`config.mk`:
```
export PLATFORM = sky130hd
export DESIGN_NAME = xtea_stream_adapter
export DESIGN_NICKNAME = d
export VERILOG_FILES = /design/src/rtl/xtea_stream_adapter.sv
export SDC_FILE = /design/constraint.sdc
export NUM_CORES = 1
export LEC_CHECK = 0
export CORE_ASPECT_RATIO = 0.9
export CORE_MARGIN = 2
export CORE_UTILIZATION = 42
export DETAILED_ROUTE_END_ITERATION = 10
export HOLD_SLACK_MARGIN = 0.03
export PLACE_DENSITY = 0.72
export SLEW_MARGIN = 20
export SYNTH_ARGS = -nofsm -noshare
export SYNTH_HDL_FRONTEND = slang
export SYNTH_SLANG_ARGS = --single-unit
```
`constraint.sdc`:
```
create_clock -name clock -period 2.4 [get_ports clock]
set_input_delay 0.48 -clock clock [delete_from_list [all_inputs] [get_ports clock]]
set_output_delay 0.48 -clock clock [all_outputs]
set_load 0.03 [all_outputs]
```
`src/rtl/xtea_stream_adapter.sv`:
```
// XTEA stream adapter: packs eight input words into the core's data/key
// operands, starts the core, and streams the 128-bit result back out.
module xtea_stream_adapter #(
  parameter int unsigned TIMEOUT_CYCLES = 1023
) (
  input  logic         clock,
  input  logic         reset,
  input  logic         in_valid,
  output logic         in_ready,
  input  logic [31:0]  in_data,
  input  logic         in_mode,
  output logic         core_start,
  output logic         core_configuration,
  output logic [127:0] core_data,
  output logic [127:0] core_key,
  input  logic         core_ready,
  input  logic [127:0] core_result,
  output logic         out_valid,
  input  logic         out_ready,
  output logic [31:0]  out_data,
  output logic         out_last,
  output logic         busy,
  output logic         error
);

  typedef enum logic [1:0] {
    S_LOAD,
    S_START,
    S_WAIT,
    S_DRAIN
  } state_t;

  localparam logic [15:0] WdLast = 16'(TIMEOUT_CYCLES - 1);

  state_t       r_state;
  state_t       w_state_nxt;
  logic [2:0]   r_widx;
  logic [1:0]   r_ridx;
  logic [15:0]  r_wdog;
  logic [127:0] r_data;
  logic [127:0] r_key;
  logic [127:0] r_result;
  logic         r_cfg;
  logic         r_busy;
  logic         r_error;
  logic         w_in_hs;
  logic         w_out_hs;
  logic         w_timeout;
  logic [6:0]   w_wofs;
  logic [6:0]   w_rofs;

  // Slot 0 lands in the most significant word: offset = (3 - idx) * 32.
  assign w_wofs = {~r_widx[1:0], 5'b0};
  assign w_rofs = {~r_ridx, 5'b0};
  assign w_timeout = (r_wdog == WdLast);

  always_comb begin
    w_state_nxt = r_state;
    w_in_hs     = 1'b0;
    w_out_hs    = 1'b0;
    unique case (r_state)
      S_LOAD: begin
        w_in_hs = in_valid;
        if (in_valid && (r_widx == 3'd7)) begin
          w_state_nxt = S_START;
        end
      end
      S_START: begin
        w_state_nxt = S_WAIT;
      end
      S_WAIT: begin
        if (core_ready) begin
          w_state_nxt = S_DRAIN;
        end else if (w_timeout) begin
          w_state_nxt = S_LOAD;
        end
      end
      S_DRAIN: begin
        w_out_hs = out_ready;
        if (out_ready && (r_ridx == 2'd3)) begin
          w_state_nxt = S_LOAD;
        end
      end
      default: begin
        w_state_nxt = S_LOAD;
      end
    endcase
  end

  always_ff @(posedge clock) begin
    if (reset) begin
      r_state <= S_LOAD;
    end else begin
      r_state <= w_state_nxt;
    end
  end

  always_ff @(posedge clock) begin
    if (reset) begin
      r_widx   <= '0;
      r_ridx   <= '0;
      r_wdog   <= '0;
      r_data   <= '0;
      r_key    <= '0;
      r_result <= '0;
      r_cfg    <= 1'b0;
      r_busy   <= 1'b0;
      r_error  <= 1'b0;
    end else begin
      unique case (r_state)
        S_LOAD: begin
          if (w_in_hs) begin
            if (r_widx[2]) begin
              r_key[w_wofs +: 32] <= in_data;
            end else begin
              r_data[w_wofs +: 32] <= in_data;
            end
            if (r_widx == 3'd0) begin
              r_cfg   <= in_mode;
              r_busy  <= 1'b1;
              r_error <= 1'b0;
            end
            r_widx <= r_widx + 3'd1;
          end
        end
        S_START: begin
          r_wdog <= '0;
        end
        S_WAIT: begin
          // A result arriving on the last allowed cycle beats the abort.
          if (core_ready) begin
            r_result <= core_result;
          end else if (w_timeout) begin
            r_error <= 1'b1;
            r_busy  <= 1'b0;
          end else begin
            r_wdog <= r_wdog + 16'd1;
          end
        end
        S_DRAIN: begin
          if (w_out_hs) begin
            r_ridx <= r_ridx + 2'd1;
            if (r_ridx == 2'd3) begin
              r_busy <= 1'b0;
            end
          end
        end
        default: begin
          r_widx <= '0;
        end
      endcase
    end
  end

  assign in_ready           = (r_state == S_LOAD);
  assign core_start         = (r_state == S_START);
  assign out_valid          = (r_state == S_DRAIN);
  assign out_last           = (r_state == S_DRAIN) && (r_ridx == 2'd3);
  assign out_data           = r_result[w_rofs +: 32];
  assign core_configuration = r_cfg;
  assign core_data          = r_data;
  assign core_key           = r_key;
  assign busy               = r_busy;
  assign error              = r_error;

endmodule

```
### Yosys cells after proc, flatten, opt, wreduce, memory -nomap -nowiden

Cells that the tools add are included.

* register bits after elaboration: 410
* input port bits: 166

* equality and inequality tests: 16
* add/sub/neg operators: 4
* bitwise operators: 3
* reductions and logical operators: 18
* mux-type cells: 24
* shifts and indexed selects: 3

Operator list (count)
* bitwise mux 128 bit: 2
* variable shift 32 x 9 -> 128 bit, first input constant: 1
* variable part select 128 x 8 -> 32 bit: 1
* variable part select 32 x 9 -> 128 bit: 1
* two-way mux 16 bit: 2
* one-hot mux 16 bit (2 select lines): 1
* adder 16 x 1 -> 16 bit, second input constant: 1
* == test 16 x 10 -> 1 bit, second input constant: 1
* AND reduction 3 bit: 5
* two-way mux 1 bit: 12
* inequality test 2 x 1 -> 1 bit, second input constant: 6
* negator 7 -> 9 bit: 1
* two-way mux 2 bit: 4
* one-hot mux 2 bit (4 select lines): 1
* AND reduction 7 bit: 1
* == test 2 bit, second input constant: 3
* inequality test 2 bit, second input constant: 3
* AND reduction 2 bit: 3
* AND reduction 5 bit: 1
* inverter 2 bit: 2
* nonzero test 2 bit: 2
* adder 3 x 1 -> 3 bit, second input constant: 1
* == test 3 bit, second input constant: 1
* logical AND 1 bit: 3
* other kinds (9): 9

### Logic depth before layout (Yosys ltp)

* word-level depth: 4
* depth in mapped cells: 10
* depth with buffers taken out: 7

### Least setup slack after synthesis

Ideal clock, no wire load.

* path kind: reg2reg
* from: register r_state[1]
* to: register r_key[2], in the netlist core_key[2]
* arrival: 1.864 ns
* data required time: 2.272 ns
* path slack: 0.408 ns
* path buffers: 4
* cell stages (with the launch flop): 11
* path through: dfxtp_1 > inv_1 > ha_1 > buf_4 > and3_1 > buf_2 > and4b_1 > buf_4 > buf_6 > a22oi_2 > nor2_1

* longest elaborated chain between the ends: 3

Ends and longest elaborated chain
* start, declared: RTL line 35 `state_t r_state;`
* start signal, assigned: RTL line 94 `r_state <= w_state_nxt;`
* logical NOT 2 bit *
* via in_ready: RTL line 9 `output logic in_ready,`
* two-way mux 1 bit: RTL line 61 `unique case (r_state)`
* AND reduction 3 bit (no source line) *
* end signal, assigned by index: RTL line 114 `r_key[w_wofs +: 32] <= in_data;`
* end, declared: RTL line 41 `logic [127:0] r_key;`

Mark *: on every way through the listed nets, which the timed path passes. The rest lies on a longest branch.
A chain may end at the register's enable or synchronous reset.

### Worst setup path in the final report

* from: register r_ridx[0]
* to: output out_data[7]

* longest elaborated chain between the ends: 2

Ends and longest elaborated chain
* start, declared: RTL line 38 `logic [1:0] r_ridx;`
* start signal, assigned: RTL line 142 `r_ridx <= r_ridx + 2'd1;`
* inverter 2 bit: RTL line 54 `assign w_rofs = {~r_ridx, 5'b0};`
* variable part select 128 x 8 -> 32 bit: RTL line 159 `assign out_data = r_result[w_rofs +: 32];`
* end, declared: RTL line 20 `output logic [31:0] out_data,`

Every way passes these cells.

==> metrics.csv <==
metric,value,unit
DR WL/cell,19.8,um
RSZ-0062 raised after global routing,yes,
cts bufs inserted,44,
met2 wire length,26000,um
dpl ws,0.113,ns
P&R area growth vs syn,38.0,%
Die Ht,192,um
first-pass GRT wire length,82900,um
Post-Syn Instances,1898,
"FF+latch count, synth",410,
Netlist cell types,60,
clock tree buffer depth,3,
worst setup margin,0.0513,ns
start point of the critical path,r_ridx[0]$_SDFFE_PP0P_,
WL met3,4520,um
top sig layer,met4,
Required @ worst endpoint,1.92,ns
Pleak,7.54,nW
port bufs,460,
DR vias/cell,5.40,
vias post-DR,15200,
Setup-failing EPs final,0,
Worst EP arrival,1.87,ns
1st-iter DRT viols,1512,
Power Dens Cells,654,nW/um^2
Synth Warn #,0,
r2r endpoint,core_data[62]$_SDFFE_PP0P_,
reg2reg start,r_widx[0]$_SDFFE_PP0P_,
Startpoint Class,flop,
worst r2r path cells,6,
design area,22700,um^2
io pins,461,
TritonRoute pass-1 iters,5,
residual DRC count,0,
Post-layout nets,2435,
die area,40700,um^2
largest net degree at the start of global routing,146,
Clock Sink Count,410,
share of post-route cells with drive strength above 1,0.120,
FF-to-FF setup slack,0.25,ns
Syn Area/Cell,8.65,um^2
Hold Slack,0.248,ns
initial antenna violation count,1,
Crit. End Element,primary output,
Mapped Nets,2077,
Fin. Hold Viols,0,
WL met1,23000,um
CP Class,reg -> out,
Filler cells,3422,
Hold WC Path Type,in -> reg,
status,"complete, no violations",
"EDFF count, synth",0,
worst setup path endpoint,out_data[7],
vias in the first global route,14100,
Placed Area,21100,um^2
clock root buffer,clkbuf_16,
Worst Path Max Fanout,14,
final WL,55800,um
synthesized area,16400,um^2
minimum clock period after layout,2.35,ns
ys async rst share,0,
gpl congestion,0.868,
CTS H-tree lvls,2,
Layout Cells excl Fill,2815,
Peak Freq,0.426,GHz
grt ovf,0,
Tightest Pin Transition,0.745,ns
Main synth FF type,dfxtp_1,
total track usage,0.261,
"Seq/Total Area, Yosys",0.500,
core region area,38500,um^2
Post-DRT Antenna Nets,0,
die width,212,um
max_cap viols,0,
Initial Util,0.427,
Inst Count DP,2732,
Layout Skew,0.0236,ns
Max-slew headroom,0.503,
Max VDD drop,0.436,mV
DP Wirelength,38300,um
"Slew Viols, Final",0,
clock latency at the later pin of the worst-skew pair,0.55,ns
clk slew on worst S/H paths,0.06,ns
Tcrit/Tclk final,0.979,
TritonCTS clock tree,yes,
Rows,68,
-- Yosys cell counts (5+ instances only) --
cell / n / area, um^2
nand2_1: 472 / 1770
dfxtp_1: 410 / 8210
a21oi_1: 337 / 1690
nand3_1: 199 / 996
clkbuf_1: 79 / 297
buf_2: 56 / 280
nor2_1: 54 / 203
a22oi_2: 50 / 626
buf_4: 48 / 360
mux4_2: 32 / 721
nor2_2: 20 / 125
a22oi_1: 14 / 105
ha_1: 13 / 163
and2_1: 10 / 62.6
inv_1: 9 / 33.8
and3_1: 7 / 43.8
buf_6: 6 / 67.6
buf_1: 5 / 18.8
nand2b_1: 5 / 31.3
nand4_1: 5 / 31.3
o21ai_0: 5 / 25.0
-- layout by cell type, fill, tap and decap left out, types with 9 or more instances in the layout --
| master | netlist | routed |
|---|---|---|
| ha_1 | 13 | 12 |
| clkbuf_1 | 79 | 11 |
| inv_1 | 9 | 9 |
| nand3_1 | 199 | 199 |
| nor2_2 | 20 | 20 |
| a22oi_1 | 14 | 14 |
| a22oi_2 | 50 | 50 |
| buf_4 | 48 | 53 |
| dfxtp_1 | 410 | 409 |
| nor2_1 | 54 | 54 |
| buf_12 | 0 | 19 |
| clkdlybuf4s50_1 | 0 | 423 |
| nand2_1 | 472 | 469 |
| mux4_2 | 32 | 32 |
| clkbuf_16 | 0 | 45 |
| a21oi_1 | 337 | 337 |
| and2_1 | 10 | 9 |
-- what timing repair did --
action,in CTS,in global routing
hold buffers,0,0
cloned,1,0
gates resized for setup,13,8
buffers inserted,1,1
setup endpoints to repair,35,23
-- kinds of logic (layout without fill, tap and decap cells) --
family / Yosys count / count (layout) / share of synthesized area
and+or+nand+nor: 799 / 799 / 0.215
AOI/OAI and AO/OA: 432 / 432 / 0.161
DFF: 410 / 410 / 0.500
buffers and inverters: 205 / 596 / 0.0662
muxes: 34 / 34 / 0.0451
adders and majority gates: 13 / 13 / 0.00991
xor gates and xnor gates: 5 / 5 / 0.00267
other: 0 / 1 / 0
-- report_power, final --
part	switching [W]	internal, W
logic	0.000756	0.000478
registers	0.0000395	0.00686
clock network	0.00276	0.00392
-- per-stage QoR --
step                      TNS (ns)  total power [W]  utilization
final                            0           0.0148        0.589
after global routing       -0.0178           0.0153        0.589
after floorplan                  0          0.00765            -
after detailed placement         0          0.00826        0.550
after CTS                        0           0.0149        0.588
after global placement           0          0.00826        0.550
-- critical path, cell delays in order (launching register included) --
cell and delay, ns:
dfxtp_4 0.42, buf_12 0.19, mux4_2 0.56, buf_6 0.16
-- sequential cells by signal, summed over array words and instances, names as in the netlist --
name	flops
busy	1
r_ridx	2
core_configuration	1
r_state	2
core_key	128
error	1
core_data	128
r_wdog	16
r_widx	3
r_result	128
-- how the worst min path moves through the flow --
| stage | startpoint | endpoint | cells past startpoint |
|---|---|---|---|
| CTS | reset | r_result[3]$_SDFFE_PP0P_ | 2 |
| detailed placement | core_data[54]$_SDFFE_PP0P_ | core_data[54]$_SDFFE_PP0P_ | 2 |
| finish | reset | r_result[3]$_SDFFE_PP0P_ | 2 |
| global placement | r_result[87]$_SDFFE_PP0P_ | r_result[87]$_SDFFE_PP0P_ | 2 |
| floorplan | r_result[32]$_SDFFE_PP0P_ | r_result[32]$_SDFFE_PP0P_ | 2 |
| global route | reset | r_result[35]$_SDFFE_PP0P_ | 2 |
-- metal layers --
layer	track usage	vias up
li1	-	7161
met1	0.341	7264
met2	0.420	655
met3	0.0531	135
met4	0.111	0
met5	0	-
-- final cells by class --
| class | instances | area (um^2) | share of cell area |
|---|---|---|---|
| well taps | 525 | 657 | 0.0290 |
| inverters | 9 | 33.8 | 0.00149 |
| multi-input cells | 1283 | 7160 | 0.316 |
| repair buffers | 508 | 5170 | 0.228 |
| clock buffers | 64 | 1280 | 0.0564 |
| clock inverters | 15 | 143 | 0.00630 |
| flip-flops and latches | 410 | 8210 | 0.362 |
| diodes | 1 | 2.50 | 0.000110 |
Power figures use the tool's default switching activity.
